### src/rtl/uart_rx_fifo.sv
// Purpose: small first-word-fall-through FIFO, head entry presented whenever non-empty.
// Latency: a written entry is visible at rd_dat the cycle after the write.
// Backpressure: wr_rdy drops when full unless the head is popped in the same cycle.
module uart_rx_sync_fifo #(
  parameter int W     = 8,
  parameter int DEPTH = 4
) (
  input  logic         clk,
  input  logic         rst_n,
  input  logic         wr_vld,
  input  logic [W-1:0] wr_dat,
  output logic         wr_rdy,
  output logic         rd_vld,
  output logic [W-1:0] rd_dat,
  input  logic         rd_rdy
);
  localparam int AW = $clog2(DEPTH);
  localparam int NW = AW + 1;
  localparam logic [AW:0] FULL_CNT = DEPTH[AW:0];

  logic [W-1:0]  mem [DEPTH];
  logic [AW-1:0] wr_ptr;
  logic [AW-1:0] rd_ptr;
  logic [AW:0]   count;
  logic          do_wr;
  logic          do_rd;

  assign rd_vld = (count != '0);
  assign do_rd  = rd_vld && rd_rdy;
  // A pop frees the slot in the same cycle, so a full FIFO can still take a write.
  assign wr_rdy = (count != FULL_CNT) || do_rd;
  assign do_wr  = wr_vld && wr_rdy;
  // Gate the head with valid so an empty FIFO always presents zero.
  assign rd_dat = rd_vld ? mem[rd_ptr] : '0;

  // Storage array; contents are meaningless until counted as occupied.
  always_ff @(posedge clk) begin
    if (do_wr) mem[wr_ptr] <= wr_dat;
  end

  // Pointers wrap naturally at the power-of-two depth; count tracks occupancy.
  always_ff @(posedge clk or negedge rst_n) begin
    if (!rst_n) begin
      wr_ptr <= '0;
      rd_ptr <= '0;
      count  <= '0;
    end else begin
      if (do_wr) wr_ptr <= wr_ptr + AW'(1);
      if (do_rd) rd_ptr <= rd_ptr + AW'(1);
      case ({do_wr, do_rd})
        2'b10:   count <= count + NW'(1);
        2'b01:   count <= count - NW'(1);
        default: count <= count;
      endcase
    end
  end
endmodule

// Purpose: parametrised UART receiver (sync, 3-sample vote, parity/framing check) into a FWFT FIFO.
// Latency: frame pushed at the last stop-bit decision; rx_valid rises one cycle later.
// Backpressure: rx_ready pops the head; a frame arriving at a full FIFO is dropped and flags rx_overrun.
module uart_rx_fifo #(
  parameter int CLK_FREQ   = 100000000,
  parameter int BAUD_RATE  = 9600,
  parameter int DATA_BITS  = 8,
  parameter int PARITY     = 0,
  parameter int STOP_BITS  = 1,
  parameter int FIFO_DEPTH = 4
) (
  input  logic                 clk,
  input  logic                 rst_n,
  input  logic                 rx_serial,
  input  logic                 rx_en,
  output logic [DATA_BITS-1:0] rx_data,
  output logic                 rx_parity_err,
  output logic                 rx_frame_err,
  output logic                 rx_valid,
  input  logic                 rx_ready,
  output logic                 rx_overrun,
  input  logic                 clr_overrun,
  output logic                 busy
);
  localparam int CPB = CLK_FREQ / BAUD_RATE;
  localparam int H   = CPB / 2;
  localparam int CW  = $clog2(CPB);
  localparam int BW  = 4;
  localparam logic [CW-1:0] C_S0  = CW'(H - 1);
  localparam logic [CW-1:0] C_S1  = CW'(H);
  localparam logic [CW-1:0] C_DEC = CW'(H + 1);
  localparam logic [CW-1:0] C_END = CW'(CPB - 1);
  localparam logic [BW-1:0] LAST_DATA = BW'(DATA_BITS - 1);
  localparam logic [BW-1:0] LAST_STOP = BW'(STOP_BITS - 1);

  typedef enum logic [2:0] {S_IDLE, S_START, S_DATA, S_PARITY, S_STOP} state_t;

  typedef struct packed {
    logic [DATA_BITS-1:0] data;
    logic                 parity_err;
    logic                 frame_err;
  } frame_t;

  state_t               state_q, state_d;
  logic [1:0]           sync_q;
  logic                 s;
  logic [CW-1:0]        cnt;
  logic [BW-1:0]        bit_idx;
  logic                 smp0, smp1, maj;
  logic                 at_s0, at_s1, at_dec, at_end;
  logic [DATA_BITS-1:0] shreg;
  logic                 perr, ferr, armed;
  logic                 push, frame_ferr, fifo_wr_rdy;
  frame_t               push_frame, head_frame;

  assign s      = sync_q[1];
  assign at_s0  = (cnt == C_S0);
  assign at_s1  = (cnt == C_S1);
  assign at_dec = (cnt == C_DEC);
  assign at_end = (cnt == C_END);
  // Third sample is the live line at the decision cycle.
  assign maj    = (smp0 & smp1) | (smp0 & s) | (smp1 & s);
  assign frame_ferr = ferr | ~maj;
  assign push_frame = '{data: shreg, parity_err: perr, frame_err: frame_ferr};
  assign busy   = (state_q != S_IDLE);

  // Two-flop synchroniser, idles high so reset never looks like a start bit.
  always_ff @(posedge clk or negedge rst_n) begin
    if (!rst_n) sync_q <= 2'b11;
    else        sync_q <= {sync_q[0], rx_serial};
  end

  // State register.
  always_ff @(posedge clk or negedge rst_n) begin
    if (!rst_n) state_q <= S_IDLE;
    else        state_q <= state_d;
  end

  // Next-state and push decode; the last stop bit ends the frame at its decision point.
  always_comb begin
    state_d = state_q;
    push    = 1'b0;
    case (state_q)
      S_IDLE:   if (!s && rx_en && armed) state_d = S_START;
      S_START: begin
        if (at_dec && maj) state_d = S_IDLE;
        else if (at_end)   state_d = S_DATA;
      end
      S_DATA:   if (at_end && bit_idx == LAST_DATA) state_d = (PARITY != 0) ? S_PARITY : S_STOP;
      S_PARITY: if (at_end) state_d = S_STOP;
      S_STOP: begin
        if (at_dec && bit_idx == LAST_STOP) begin
          state_d = S_IDLE;
          push    = 1'b1;
        end
      end
      default:  state_d = S_IDLE;
    endcase
  end

  // Bit timing, sampling, shift register, error flags and re-arm tracking.
  always_ff @(posedge clk or negedge rst_n) begin
    if (!rst_n) begin
      cnt     <= '0;
      bit_idx <= '0;
      smp0    <= 1'b1;
      smp1    <= 1'b1;
      shreg   <= '0;
      perr    <= 1'b0;
      ferr    <= 1'b0;
      armed   <= 1'b1;
    end else begin
      if (at_s0) smp0 <= s;
      if (at_s1) smp1 <= s;
      if (state_q == S_IDLE || state_d != state_q || at_end) cnt <= '0;
      else                                                  cnt <= cnt + CW'(1);
      case (state_q)
        S_IDLE: begin
          bit_idx <= '0;
          if (s) armed <= 1'b1;
          if (state_d == S_START) begin
            perr <= 1'b0;
            ferr <= 1'b0;
          end
        end
        S_DATA: begin
          if (at_dec) shreg <= {maj, shreg[DATA_BITS-1:1]};
          if (at_end) bit_idx <= (bit_idx == LAST_DATA) ? '0 : bit_idx + BW'(1);
        end
        S_PARITY: begin
          if (at_dec) perr <= (PARITY == 1) ? ~(^shreg ^ maj) : (^shreg ^ maj);
        end
        S_STOP: begin
          if (at_dec && !maj) ferr <= 1'b1;
          if (at_end) bit_idx <= bit_idx + BW'(1);
          // A framing error (break or stuck-low line) must see idle before the next start.
          if (push) armed <= ~frame_ferr;
        end
        default: ;
      endcase
    end
  end

  // Sticky overrun; a new drop takes priority over a clear in the same cycle.
  always_ff @(posedge clk or negedge rst_n) begin
    if (!rst_n)                    rx_overrun <= 1'b0;
    else if (push && !fifo_wr_rdy) rx_overrun <= 1'b1;
    else if (clr_overrun)          rx_overrun <= 1'b0;
  end

  uart_rx_sync_fifo #(
    .W     ($bits(frame_t)),
    .DEPTH (FIFO_DEPTH)
  ) u_fifo (
    .clk    (clk),
    .rst_n  (rst_n),
    .wr_vld (push),
    .wr_dat (push_frame),
    .wr_rdy (fifo_wr_rdy),
    .rd_vld (rx_valid),
    .rd_dat (head_frame),
    .rd_rdy (rx_ready)
  );

  assign rx_data       = head_frame.data;
  assign rx_parity_err = head_frame.parity_err;
  assign rx_frame_err  = head_frame.frame_err;
endmodule

### config.mk
export PLATFORM = sky130hd
export DESIGN_NAME = uart_rx_fifo
export DESIGN_NICKNAME = d
export VERILOG_FILES = /design/src/rtl/uart_rx_fifo.sv
export SDC_FILE = /design/constraint.sdc
export NUM_CORES = 1
export LEC_CHECK = 0
export CAP_MARGIN = 40
export CORE_ASPECT_RATIO = 1.2
export CORE_UTILIZATION = 52
export CTS_CLUSTER_SIZE = 24
export DETAILED_ROUTE_END_ITERATION = 6
export PLACE_DENSITY = 0.83
export SLEW_MARGIN = 10
export SYNTH_ARGS = -nofsm -noshare
export SYNTH_HDL_FRONTEND = slang
export SYNTH_SLANG_ARGS = --single-unit
### constraint.sdc
create_clock -name clk -period 2.1 [get_ports clk]
set_clock_uncertainty 0.15 [all_clocks]
set_input_delay 0.42 -clock clk [delete_from_list [all_inputs] [get_ports clk]]
set_output_delay 0.42 -clock clk [all_outputs]
set_load 0.03 [all_outputs]
Word level (Yosys, flattened, before mapping)
Memories as Yosys holds them, arrays and structs flattened. Cells that the tools add are included.

Flip-flop bits (word level): 44. Bits in writable memories: 40. Input bits: 6. Output and inout bits: 13. Logic and storage cells: 109. Memories kept: 1.

$add $sub $neg: 6. Eq/ne operators: 21. Mux-type cells: 28. Bitwise operators: 9. Reductions and logical operators: 30.

Memory list: u_fifo.mem (words 4, width 10, rd ports 1, clocked after memory_dff 0, wr ports 1, RTL line 21) `logic [W-1:0] mem [DEPTH];`.

Operators with widths (number): 14-bit by 13-bit equality test with 1-bit output (second input constant) (3); 3-bit 2-to-1 mux (6); 3-bit one-hot mux with 5 select lines (1); 14-bit by 1-bit adder with 14-bit output (second input constant) (1); 14-bit equality test (second input constant) (1); 14-bit 2-to-1 mux (1); 4-bit 2-to-1 mux (3); 2-bit inequality test (second input constant) (6); 4-bit one-hot mux with 3 select lines (1); 3-bit AND reduction (4); 1-bit 2-to-1 mux (11); 10-bit 2-to-1 mux (1); 1-bit logical AND (9); 3-bit nonzero test (3); 2-bit nonzero test (4); 8-bit XOR reduction (1); 3-bit by 1-bit equality test with 1-bit output (second input constant) (2); 3-bit by 2-bit equality test with 1-bit output (second input constant) (2); 1-bit one-hot mux with 2 select lines (3); 3-bit one-hot mux with 2 select lines (1); 2-bit by 1-bit adder with 2-bit output (second input constant) (2); 4-bit by 1-bit adder with 4-bit output (second input constant) (1); 4-bit by 3-bit equality test with 1-bit output (second input constant) (1); 4-bit zero test (1); 16 further kinds (25).

Logic depth before layout (Yosys ltp)
Depth in word-level cells: 10. Mapped depth: 10. Mapped depth without buffers: 9.

Hierarchy
Synthesis repeated with hierarchy kept, for this count alone.

Cells, all modules: 299. Area total of the unflattened synthesis: 3982.6 µm².

Modules (own cells, without submodules): uart_rx_sync_fifo (instances 1, cells an instance 115, area an instance 2008.2 µm², seq. area each 1376.3 µm²); uart_rx_fifo (instances 1, cells an instance 184, area an instance 1974.4 µm², seq. area each 932.1 µm²).

Worst setup path after synthesis
Ideal clock, no wire load.

Path type: register -> register. From: reg bit_idx[0]. To: mem u_fifo.mem[0][0] (netlist bit), enable pin. Setup time: 343 ps. Arrival time: 1837 ps. Required time: 1607 ps. Setup slack: -230 ps. Cell stages (with the launch flop): 8. Buffers on the path: 1. Period minus slack after synthesis: 2330 ps. Path through: dfrtp_1 -> inv_1 -> ha_1 -> nor4bb_1 -> and4_1 -> buf_4 -> nor3b_4 -> and2_1.

Cells in the longest elaborated chain, start to end: 7.

RTL lines: start: declaration (RTL line 106) `logic [BW-1:0] bit_idx;`; start signal: assignment (RTL line 186) `if (at_end) bit_idx <= (bit_idx == LAST_DATA) ? '0 : bit_idx + BW'(1);`; start signal: assignment (RTL line 193) `if (at_end) bit_idx <= bit_idx + BW'(1);`; 4-bit zero test (RTL line 150) `if (at_dec && bit_idx == LAST_STOP) begin`; 1-bit logical AND (RTL line 150); 1-bit 2-to-1 mux (RTL line 150); 1-bit 2-to-1 mux (RTL line 141) `case (state_q)`; 1-bit logical AND (RTL line 32) `assign do_wr = wr_vld && wr_rdy;`; 1-bit 2-to-1 mux (RTL line 38) `if (do_wr) mem[wr_ptr] <= wr_dat;`; 1-bit 2-to-1 mux (not written as such) (RTL line 38); end: declaration (RTL line 21).

Every way passes these cells.

Final worst setup path
From: reg u_fifo.rd_ptr[1]. To: out rx_data[6].

Cells in the longest elaborated chain, start to end: 2.

RTL lines: start: declaration (RTL line 23) `logic [AW-1:0] rd_ptr;`; start signal: assignment (RTL line 49) `if (do_rd) rd_ptr <= rd_ptr + AW'(1);`; memory read 4 x 10 bit; 10-bit 2-to-1 mux (RTL line 34) `assign rd_dat = rd_vld ? mem[rd_ptr] : '0;`; end: declaration (RTL line 74) `output logic [DATA_BITS-1:0] rx_data,`.

Every way passes these cells.

==> out/metrics.cfg <==
[synthesis]
synth_edf_count = 40
synth_cells = 293
synth.cell_area_um2 = 3900
async_flop_share = 0.524
syn_avg_cell_area_um2 = 13.3
yosysSeqAreaShare = 0.592
yosys_register_bits = 84
ys.flop_type = edfxtp_1
yosysWarningCount = 0
yosys.cell_types.count = 53
synthesis.nets = 309

[place]
hpwl_um = 5140
pre_cts_slack_ns = -0.294
dpl_cell_area_um2 = 4550
gp_routability_congestion = 0.788
numPortBuffers = 18

[critical_path]
critPathSlowestCell = dfrtp_1
path_delay_family = flip-flops
path_buf_inv = 1
max_stage_delay_ns = 0.69
required_ns = 1.53
cp_max_fo = 11
cp-end-kind = output port
critical_path_class = register to output port
r2r_slack_ns = -0.15
cp.arrival_ns = 1.73
crit_chain = mux4_2 -> and2_4 -> buf_6
start_kind = register

[sta]
period_share = 1.10
max_slew_margin = 0.622
tightest_slew_ns = 0.567
tns_ns = -7.37
layout_setup_ws_ns = -0.204
finalSetupViolations = 52
report.final.slew_viol_count = 0
hold-worst-slack_ns = -0.0233
rsz0062_at_grt = true
max_freq_mhz = 434
hold_viol_final = 19
period_minus_slack_ns = 2.30

[finish]
fillers = 478
final_nets = 393
drive_above_1_share = 0.421
final_area_um2 = 5060
area_growth_pct = 29.7
multi_input_area_um2 = 1760
num_antenna_cells = 0
seq_area_um2 = 2310

[floorplanning]
placementRows = 34
die_h_um = 96.9
core_um2 = 7270
die_w_um = 81.0
num_io_pins = 19
die-area_um2 = 7850
initial_core_util = 0.536

[clocking]
ctsHoldBuffers = 0
cts_made_buffers = 9
cts-root-buf = clkbuf_8
h-tree-depth = 3
clock_latency_ns = 0.36
clock_sinks = 84
clk_pin_slew_ns = 0.09
cts_tree = built
cts_buffer_depth = 2

[run_status]
outcome = finished with violations
violations = negative hold slack, negative setup slack

[power_and_ir_drop]
ir_worst_vdd_v = 0.000510
cellLeakagePower_nw = 2.12
power_mw = 3.68
power.density_nw_per_um2 = 728

[hold_path]
worstHoldPathType = input pin to async pin

[drt]
wl_um = 8680
drt_iter0_markers = 163
routedWlPerCell_um = 18.4
drcViolationCount = 0
num_vias = 2662
vias_per_cell = 5.64
firstDrtPassIters = 4
drtAntennaViolNets = 0

[grt]
grt.overflow.total = 0
antenna_found_initial = 0
grt_max_degree = 45
grt_pass1_vias = 2593
grt_pass1_wl_um = 12600
grtUsageTotal = 0.214

[run]
drv_cap = 0

## kinds of logic (layout without fill, tap and decap cells)
| kind of cell | after synthesis | in the layout | share of synthesized area |
|---|---|---|---|
| simple gates | 113 | 118 | 0.173 |
| flops | 84 | 84 | 0.592 |
| xor+xnor | 24 | 24 | 0.0539 |
| mux | 22 | 22 | 0.0918 |
| compound gates | 21 | 21 | 0.0327 |
| buf+inv | 17 | 101 | 0.0177 |
| fa+ha+maj | 12 | 12 | 0.0392 |
## cell usage after synthesis, types with 3 or more instances
cell type	number	area (um2)
o21ai_0	4	20.0
mux2_2	8	90.1
nor2_1	26	97.6
xnor2_1	16	140
nand4_1	6	37.5
and2_1	17	106
dfrtp_1	39	976
xor2_1	8	70.1
mux4_2	10	225
nor2b_1	4	25.0
edfxtp_1	40	1200
nand2_1	16	60.1
dfstp_2	5	131
inv_1	10	37.5
clkbuf_1	5	18.8
a21oi_1	8	40.0
or3_1	3	18.8
nand3_1	8	40.0
and3_1	5	31.3
ha_1	9	113
nand2b_1	3	18.8
nor3_1	5	25.0
## placed cells by master, fill, tap and decap left out, drive strengths merged, types with 7 or more instances in the layout
cell | netlist | routed
and2 | 17 | 21
inv | 10 | 16
nand3 | 8 | 8
xnor2 | 16 | 16
o21ai | 7 | 7
edfxtp | 40 | 40
buf | 2 | 69
xor2 | 8 | 8
nor2 | 29 | 29
clkbuf | 5 | 9
a21oi | 8 | 8
dfrtp | 39 | 39
nand4 | 7 | 7
mux4 | 10 | 10
nand2 | 16 | 16
ha | 9 | 9
mux2 | 10 | 10
## final timing paths
kind / start / end / depth (start not counted)
max: u_fifo.rd_ptr[1] / rx_data[6] / 3
min: rst_n / bit_idx[1] / 2
max reg2reg: cnt[1] / u_fifo.mem[1][1] / 7
min reg2reg: sync_q[0] / sync_q[1] / 0
max in group asynchronous: rst_n / state_q[0] / 2
min in group clk: sync_q[0] / sync_q[1] / 0
## worst register-to-register path: cells and delay by family, from the launching register on
| kind | cells | cell delay, ns |
|---|---|---|
| buffers and inverters | 2 | 0.24 |
| and+or+nand+nor | 4 | 1.05 |
| DFF | 1 | 0.40 |
| adders and majority gates | 1 | 0.13 |
## per-stage QoR
step                utilization  instances
floorplan                     -        293
global placement          0.625        440
detailed placement        0.625        440
CTS                       0.672        467
global route              0.695        472
finish                    0.695        472
## sequential cells by signal, indices dropped and copies added (netlist names)
name and count:
bit_idx 4, u_fifo.wr_ptr 2, cnt 14, armed 1
shreg 8, smp0 1, ferr 1, u_fifo.mem 40
perr 1, u_fifo.count 3, state_q 3, smp1 1
sync_q 2, u_fifo.rd_ptr 2, rx_overrun 1
## cell type report
type                            count  share of cell area
Multi-Input combinational cell    197               0.348
Tap cell                           90              0.0223
Timing Repair Buffer               75               0.129
Sequential cell                    84               0.457
Clock buffer                        9              0.0245
Clock inverter                      7              0.0121
Inverter                           10             0.00742
## what timing repair did
item                                    in CTS  in global routing
pin swaps                                   11                 18
gates cloned                                 5                  2
endpoints found under the setup margin      56                 75
gates resized for setup                     93                 40
buffers inserted                             6                  8
## power by group
part           total, mW  switching [mW]  leakage [nW]  internal (mW)
Combinational      0.710           0.318          1.06          0.392
Clock               1.11           0.651        0.0960          0.458
Sequential          1.87           0.100         0.967           1.77
## metal layers
layer | vias to the layer above | global-route usage | wire (um)
li1 | 1224 | - | -
met1 | 1353 | 0.255 | 3460
met2 | 75 | 0.379 | 4830
met3 | 10 | 0.0538 | 311
met4 | 0 | 0.0508 | 84
met5 | - | 0 | 0
(Power assumes the default switching activity.)
